===== config.mk =====
export PLATFORM = sky130hd
export DESIGN_NAME = sprite_line_engine
export DESIGN_NICKNAME = d
export VERILOG_FILES = /design/src/rtl/sprite_line_engine.sv
export SDC_FILE = /design/constraint.sdc
export NUM_CORES = 1
export LEC_CHECK = 0
export BUFFER_PORTS_ARGS = -buffer_cell sky130_fd_sc_hd__buf_2
export CAP_MARGIN = 0
export CORE_MARGIN = 10
export CORE_UTILIZATION = 62
export CTS_CLUSTER_DIAMETER = 80
export CTS_CLUSTER_SIZE = 8
export DETAILED_ROUTE_END_ITERATION = 10
export HOLD_SLACK_MARGIN = 0.12
export PLACE_DENSITY = 0.76
export RECOVER_POWER = 100
export SYNTH_ARGS = -nofsm -noshare
export SYNTH_HDL_FRONTEND = slang
export SYNTH_SLANG_ARGS = --single-unit
export TNS_END_PERCENT = 1

===== constraint.sdc =====
create_clock -name clk -period 16.3 [get_ports clk]
set_input_delay 0.815 -clock clk [delete_from_list [all_inputs] [get_ports clk]]
set_output_delay 0.815 -clock clk [all_outputs]
set_load 0.03 [all_outputs]

===== src/rtl/sprite_line_engine.sv =====
// Per-scanline sprite engine: scans the attribute table during h-blank for the next line,
// fetches up to MAX_VISIBLE sprite rows, then renders a prioritised palette index during active video.
module sprite_line_engine #(
    parameter int MAX_VISIBLE = 8,
    parameter int NUM_ATTRS   = 64,
    parameter int SPRITE_W    = 16,
    parameter int SPRITE_H    = 16,
    parameter int SPR_AW      = 12
) (
    input  logic                         clk,
    input  logic                         reset,
    input  logic [10:0]                  hcount,
    input  logic [9:0]                   vcount,
    output logic [$clog2(NUM_ATTRS)-1:0] attr_addr,
    input  logic [31:0]                  attr_data,
    output logic [SPR_AW-1:0]            spr_addr,
    input  logic [2*SPRITE_W-1:0]        spr_data,
    output logic                         pix_opaque,
    output logic [5:0]                   pix_index,
    output logic                         overflow,
    output logic                         collision
);
    localparam int AW = $clog2(NUM_ATTRS);
    localparam int VW = $clog2(MAX_VISIBLE + 1);
    localparam int SW = (MAX_VISIBLE > 1) ? $clog2(MAX_VISIBLE) : 1;
    localparam int CW = $clog2(SPRITE_W);
    localparam int RW = $clog2(SPRITE_H);
    localparam int RB = 2 * SPRITE_W;

    typedef enum logic [2:0] {
        IDLE     = 3'd0,
        SCAN_REQ = 3'd1,
        SCAN_CHK = 3'd2,
        FETCH    = 3'd3,
        LOAD     = 3'd4,
        DONE     = 3'd5
    } state_t;

    function automatic logic [1:0] pick_code(input logic [RB-1:0] row, input logic [CW-1:0] col);
        pick_code = row[{col, 1'b0} +: 2];
    endfunction

    state_t                 state_r;
    logic [AW-1:0]          ac_r;
    logic [VW-1:0]          vc_r;
    logic [MAX_VISIBLE-1:0] slot_valid_r;
    logic [9:0]             slot_x_r    [MAX_VISIBLE];
    logic [3:0]             slot_pal_r  [MAX_VISIBLE];
    logic                   slot_flip_r [MAX_VISIBLE];
    logic [RB-1:0]          slot_row_r  [MAX_VISIBLE];

    logic [9:0]        nl_s;
    logic [10:0]       nl_ext_s;
    logic [10:0]       y_ext_s;
    logic              hit_s;
    logic [RW-1:0]     row_s;
    logic [SPR_AW-1:0] fetch_addr_s;
    logic              last_s;
    logic              scanning_s;
    logic [SW-1:0]     slot_sel_s;

    // Hit test against the line being prepared and sprite-row address generation.
    always_comb begin
        nl_s         = (vcount == 10'd524) ? 10'd0 : vcount + 10'd1;
        nl_ext_s     = {1'b0, nl_s};
        y_ext_s      = {1'b0, attr_data[9:0]};
        hit_s        = (nl_ext_s >= y_ext_s) && (nl_ext_s < y_ext_s + 11'(SPRITE_H));
        row_s        = RW'(nl_ext_s - y_ext_s);
        fetch_addr_s = SPR_AW'(32'(attr_data[26:20]) * 32'(SPRITE_H) + 32'(row_s));
        last_s       = (ac_r == AW'(NUM_ATTRS - 1));
        scanning_s   = (state_r == SCAN_REQ) || (state_r == SCAN_CHK) ||
                       (state_r == FETCH)    || (state_r == LOAD);
        slot_sel_s   = vc_r[SW-1:0];
    end

    // Scan FSM; attr_addr is advanced together with ac so the synchronous table read lands in SCAN_CHK.
    always_ff @(posedge clk or posedge reset) begin
        if (reset) begin
            state_r      <= IDLE;
            ac_r         <= '0;
            vc_r         <= '0;
            attr_addr    <= '0;
            spr_addr     <= '0;
            overflow     <= 1'b0;
            slot_valid_r <= '0;
            for (int k = 0; k < MAX_VISIBLE; k++) begin
                slot_x_r[k]    <= 10'd0;
                slot_pal_r[k]  <= 4'd0;
                slot_flip_r[k] <= 1'b0;
                slot_row_r[k]  <= '0;
            end
        end else if (scanning_s && hcount == 11'd1599) begin
            overflow <= 1'b1;
            state_r  <= IDLE;
        end else begin
            case (state_r)
                IDLE: begin
                    if (hcount == 11'd1280) begin
                        state_r      <= SCAN_REQ;
                        slot_valid_r <= '0;
                        ac_r         <= '0;
                        vc_r         <= '0;
                        attr_addr    <= '0;
                        overflow     <= 1'b0;
                    end
                end
                SCAN_REQ: begin
                    attr_addr <= ac_r;
                    state_r   <= SCAN_CHK;
                end
                SCAN_CHK: begin
                    if (!hit_s) begin
                        if (last_s) begin
                            state_r <= DONE;
                        end else begin
                            ac_r      <= ac_r + AW'(1);
                            attr_addr <= ac_r + AW'(1);
                            state_r   <= SCAN_REQ;
                        end
                    end else if (vc_r == VW'(MAX_VISIBLE)) begin
                        overflow <= 1'b1;
                        state_r  <= DONE;
                    end else begin
                        slot_x_r[slot_sel_s]    <= attr_data[19:10];
                        slot_pal_r[slot_sel_s]  <= attr_data[31:28];
                        slot_flip_r[slot_sel_s] <= attr_data[27];
                        spr_addr                <= fetch_addr_s;
                        state_r                 <= FETCH;
                    end
                end
                FETCH: begin
                    state_r <= LOAD;
                end
                LOAD: begin
                    slot_row_r[slot_sel_s]   <= spr_data;
                    slot_valid_r[slot_sel_s] <= 1'b1;
                    vc_r                     <= vc_r + VW'(1);
                    if (last_s) begin
                        state_r <= DONE;
                    end else begin
                        ac_r      <= ac_r + AW'(1);
                        attr_addr <= ac_r + AW'(1);
                        state_r   <= SCAN_REQ;
                    end
                end
                DONE: begin
                    if (hcount == 11'd1599) begin
                        state_r <= IDLE;
                    end
                end
                default: begin
                    state_r <= IDLE;
                end
            endcase
        end
    end

    logic [9:0]    px_s;
    logic          active_s;
    logic          cov_s;
    logic [CW-1:0] col_s;
    logic [1:0]    code_s;
    logic          any_s;
    logic          multi_s;
    logic [5:0]    idx_s;

    // Pixel priority: walk slots from highest to lowest so the lowest opaque slot is the final winner.
    always_comb begin
        px_s     = hcount[10:1];
        active_s = (hcount < 11'd1280) && (vcount < 10'd480);
        cov_s    = 1'b0;
        col_s    = '0;
        code_s   = 2'd0;
        any_s    = 1'b0;
        multi_s  = 1'b0;
        idx_s    = 6'd0;
        for (int k = MAX_VISIBLE - 1; k >= 0; k--) begin
            cov_s = slot_valid_r[k] && ({1'b0, px_s} >= {1'b0, slot_x_r[k]}) &&
                    ({1'b0, px_s} < {1'b0, slot_x_r[k]} + 11'(SPRITE_W));
            col_s = CW'(px_s - slot_x_r[k]);
            if (slot_flip_r[k]) begin
                col_s = CW'(SPRITE_W - 1) - col_s;
            end else begin
                col_s = col_s;
            end
            code_s = pick_code(slot_row_r[k], col_s);
            if (cov_s && code_s != 2'd0) begin
                multi_s = multi_s | any_s;
                any_s   = 1'b1;
                idx_s   = {slot_pal_r[k], code_s};
            end else begin
                multi_s = multi_s;
            end
        end
    end

    // Registered pixel output and frame-sticky collision flag (frame-start clear beats a same-cycle set).
    always_ff @(posedge clk or posedge reset) begin
        if (reset) begin
            pix_opaque <= 1'b0;
            pix_index  <= 6'd0;
            collision  <= 1'b0;
        end else begin
            if (active_s && any_s) begin
                pix_opaque <= 1'b1;
                pix_index  <= idx_s;
            end else begin
                pix_opaque <= 1'b0;
                pix_index  <= 6'd0;
            end
            if (hcount == 11'd0 && vcount == 10'd0) begin
                collision <= 1'b0;
            end else if (active_s && multi_s) begin
                collision <= 1'b1;
            end else begin
                collision <= collision;
            end
        end
    end
endmodule


Yosys cells after proc, flatten, opt, wreduce, memory -nomap -nowiden
Cells that the tools add are included.
- bits in registers: 424
- word-level logic and storage cells: 261
- output and inout port bits: 27
- $add $sub $neg: 30
- multiplexer cells: 73
- reduce and logical (&&, ||, !) cells: 58
- $lt $le $gt $ge: 24
- bitwise gates (word level): 10
- shift-type cells: 8
- eq/ne operators: 16
- operators by type and width (kind ; number):
    bitwise mux 256 bit ; 1
    variable part select 32 x 6 -> 2 bit ; 8
    adder 10 x 5 -> 11 bit (second input constant) ; 9
    < comparator 10 x 11 -> 1 bit ; 9
    demux 32 bit (select 3 bit) ; 1
    >= comparator 10 bit ; 9
    2-to-1 mux 6 bit ; 14
    bitwise mux 80 bit ; 1
    2-to-1 mux 4 bit ; 10
    subtractor 4 bit ; 9
    bitwise mux 32 bit ; 1
    logical AND 1 bit ; 32
    2-to-1 mux 32 bit ; 1
    subtractor 4 bit (first input constant) ; 8
    demux 10 bit (select 3 bit) ; 1
    2-to-1 mux 1 bit ; 24
    case mux 6 bit (4 select lines) ; 1
    == test 11 bit (second input constant) ; 2
    2-to-1 mux 10 bit ; 2
    nonzero test 2 bit ; 10
    2-to-1 mux 3 bit ; 6
    case mux 3 bit (6 select lines) ; 1
    case mux 6 bit (3 select lines) ; 1
    case mux 8 bit (2 select lines) ; 1
    other kinds (39) ; 57

Longest topological paths before layout
- depth after elaboration: 23
- mapped depth: 22

Least setup slack after synthesis
No wires, ideal clock.
- kind: in2reg
- start: in vcount[0]
- end: reg slot_flip_r[0] (netlist bit)
- path buffers: 4
- stages: 22
- library setup time: 0.125 ns
- path slack: 11.252 ns
- data arrival time: 4.923 ns
- required time: 16.175 ns
- cells stage by stage: inv_1 > ha_1 > or4b_2 > nor3_1 > and3_1 > clkbuf_1 > nand2b_1 > inv_1 > ha_1 > nor2b_1 > o21a_1 > o21ai_1 > a21oi_1 > o21ai_0 > nand2_1 > a21o_1 > or4_1 > clkbuf_1 > buf_4 > nor2_4 > buf_4 > mux2_2
- word-level cells in the longest chain between the ends: 5
- elaborated cells on any way between the ends: 7
- those cells by class: 1 x add/sub; 2 x order compare; 1 x eq/ne; 1 x mux; 2 x reduce/logical
- ends and longest elaborated chain (element ; RTL line ; RTL):
    start: declaration ; 13 ; input logic [9:0] vcount,
    adder 10 x 1 -> 10 bit / == test 10 bit (equally long branches) ; 64 ; nl_s = (vcount == 10'd524) ? 10'd0 : vcount + 10'd1;
    2-to-1 mux 10 bit * ; 64 ;
    < comparator 10 x 11 -> 1 bit / >= comparator 10 bit (equally long branches) ; 67 ; hit_s = (nl_ext_s >= y_ext_s) && (nl_ext_s < y_ext_s + 11'(SPRITE_H));
    logical AND 1 bit * ; 67 ;
    AND reduction 4 bit (no line) * ; - ;
    end signal: indexed assignment ; 126 ; slot_flip_r[slot_sel_s] <= attr_data[27];
    end: declaration ; 49 ; logic slot_flip_r [MAX_VISIBLE];
Mark *: on every way between the ends. The rest lies on a longest branch, timed or not.
A chain may end at the register's enable or synchronous reset.

==> results.toml <==
[run_status]
status = "finished with violations"
violations = "max-capacitance violations, max-slew violations"

[logic_synthesis]
ys_ff_latch = 423
synth.avg_cell_area_um2 = 12.3
syn_area_um2 = 24100
synth_top_area_share_pct = 43.9
syn_inst = 1958
synth_top_area_cell = "dfrtp_1"
ys_top_cells_by_area = "dfrtp_1 (44%), mux2_2 (18%), ha_1 (8.2%)"
synth-async-reset-ratio_pct = 100
synth_edf_count = 0
synth_warnings = 0
netlist-cell-type-count = 90
synth_nets = 2212
synth_ff_type = "dfrtp_1"
synth-seq-area-share_pct = 43.9

[timing]
rsz0062_at_grt = "false"
hold_violations = 0
slew_violations = 459
finClkSkew_ns = 0.0145
tightest_slew_ns = 5.51
max-slew-margin-rel_pct = -267
fin_setup_tns_ns = 0
min_period_ns = 7.79
finalCritPeriodShare_pct = 47.8
finalSetupViolCount = 0
fmax_mhz = 128

[worst_setup_path]
crit_type = "in -> async"
start_kind = "input pin"
critical_path_required_ns = 16.87
path_max_fanout = 126
arrival_ns = 8.36
end_kind = "asynchronous set/reset pin"

[route]
wl_um = 64200
wl_met3_um = 3590
detail-route-antenna-nets = 0
top_layer_used = "met5"
num_vias = 16664
drtIter0Drc = 1281
drtPass1Iterations = 5
wl_per_cell_um = 24.6
met1_length_um = 27500
wl_met2_um = 31000
via_per_inst = 6.38
drc_errors = 0

[clocking]
cts_buffer_depth = 3
cts_setup_buffers = 0
htree_levels = 2
cts_resized = 0
cts_root_buf = "clkbuf_16"
cts_buffers = 58
cts_tree = "yes"
clkTransAtPathRegs_ns = 0.05
cts_hold_buf = 0
clk_latency_ns = 0.60
cts_sinks = 423

[global_routing]
track_usage_pct = 27.1
grt_pass1_vias = 17242
grt_max_degree = 127
grt_first_pass_wirelength_um = 99800
grt_antenna_before_repair = 3
grt_overflow = 0

[die]
die_area_um2 = 47200
chipWidth_um = 217
boundaryPins = 114
initial_core_util_pct = 62.5
core_um2 = 38600
num_rows = 72
die_y_um = 217

[placed_design]
place_hpwl_um = 46200
post_dp_cell_area_um2 = 25200
portBuffers = 112
gp_congestion = 0.933

[cells_and_area]
final.fill_count = 2817
fin_nets = 2344
fin_area_um2 = 26600
drive_gt1_share_pct = 30.2
register_area_um2 = 10600
mostFrequentLayoutCell = "dfrtp_1"
layout_common_cells = "dfrtp_1 (423), mux2_2 (390), ha_1 (158), inv_1 (128), buf_2 (83)"
area_growth_pct = 10.3
multi_input_area_um2 = 12700

[min_path]
hold_class = "in -> reg"

[pwr]
fin_total_pwr_mw = 3.27
p_leak_nw = 12.4
ir_drop_mv = 0.116
powerDensity_nw_per_um2 = 123

[flow_run]
maxCapViolations = 10
stage by stage:
step / setup slack [ns] / hold WS [ns] / utilization [%] / instances
2_1_floorplan: 3.71 / 0.458 / - / 1958
3_3_place_gp: 10.29 / 0.472 / 65.4 / 2548
3_5_place_dp: 10.17 / 0.482 / 65.4 / 2548
4_1_cts: 10.78 / 0.399 / 69.3 / 2610
5_1_grt: 7.12 / 0.441 / 68.9 / 2611
6_report: 8.51 / 0.446 / 68.9 / 2611
cell families (layout without fill, tap and decap cells):
logic type                 Yosys count  in the layout  share of synthesized area [%]
muxes                              480            480                           24.9
other                                1              2                         0.0156
xor gates and xnor gates            98             98                           3.92
adders and majority gates          168            168                           8.99
and+or+nand+nor                    296            296                           6.45
AOI/OAI and AO/OA                  303            303                           8.63
DFF                                423            423                           43.9
buffers and inverters              189            323                           3.23
cell usage after synthesis, drive strengths merged, types with 7 or more instances:
| cell type | instances |
|---|---|
| inv | 129 |
| nor3 | 23 |
| xor2 | 27 |
| or3 | 8 |
| nor2b | 12 |
| mux2 | 394 |
| nand4 | 10 |
| nand3 | 51 |
| mux2i | 32 |
| ha | 158 |
| xnor2 | 71 |
| o221ai | 7 |
| a21oi | 65 |
| a21o | 20 |
| clkbuf | 34 |
| nand2b | 8 |
| a22o | 8 |
| a2111oi | 11 |
| buf | 26 |
| mux4 | 54 |
| nand3b | 15 |
| a211oi | 14 |
| o22ai | 17 |
| a31oi | 8 |
| dfrtp | 423 |
| o21ai | 67 |
| fa | 9 |
| nand2 | 76 |
| o21a | 28 |
| nor4 | 7 |
| nor2 | 58 |
metal layers:
| metal | track usage [%] | vias to the layer above |
|---|---|---|
| li1 | - | 7428 |
| met1 | 35.6 | 8559 |
| met2 | 45.0 | 551 |
| met3 | 4.17 | 124 |
| met4 | 9.44 | 2 |
| met5 | 0 | - |
path summary, 6_finish.rpt:
path	from	depth (start not counted)	end	slack, ns
hold reg to reg	slot_valid_r[5]$_DFFE_PP0P_	1	slot_valid_r[5]$_DFFE_PP0P_	0.49
min in group asynchronous	reset	2	slot_row_r[31]$_DFFE_PP0P_	1.87
setup reg to reg	slot_x_r[40]$_DFFE_PP0P_	11	pix_index[0]$_DFF_PP0_	11.41
setup / recovery	reset	4	slot_x_r[52]$_DFFE_PP0P_	8.51
max in group clk	vcount[0]	20	slot_x_r[19]$_DFFE_PP0P_	10.16
hold / removal	attr_data[23]	2	spr_addr[7]$_DFFE_PP0P_	0.45
critical path: stages:
cell        delay, ns
buf_2            0.10
clkinvlp_2       3.00
clkbuf_1         3.20
buf_4            1.15
power by group:
| group | internal, mW | switching, mW | leakage [nW] |
|---|---|---|---|
| clock | 0.624 | 0.434 | 0.742 |
| sequential | 1.16 | 0.0866 | 5.76 |
| combinational | 0.392 | 0.575 | 5.89 |
flip-flops by register name, indices dropped and copies added, names as in the netlist, 8 cells and up:
signal and flops:
slot_pal_r 32, spr_addr 11, slot_flip_r 8, slot_x_r 80, slot_valid_r 8, slot_row_r 256
cell type report:
type | count | share of cell area (%)
antenna | 1 | 0.00942
tap | 518 | 2.44
sequential | 423 | 39.8
multi-input combinational | 1346 | 47.8
inverter | 129 | 1.83
clock buffer | 59 | 5.48
timing repair buffer | 132 | 2.38
clock inverter | 3 | 0.221
Note: power is estimated with default switching activity, not from simulation.
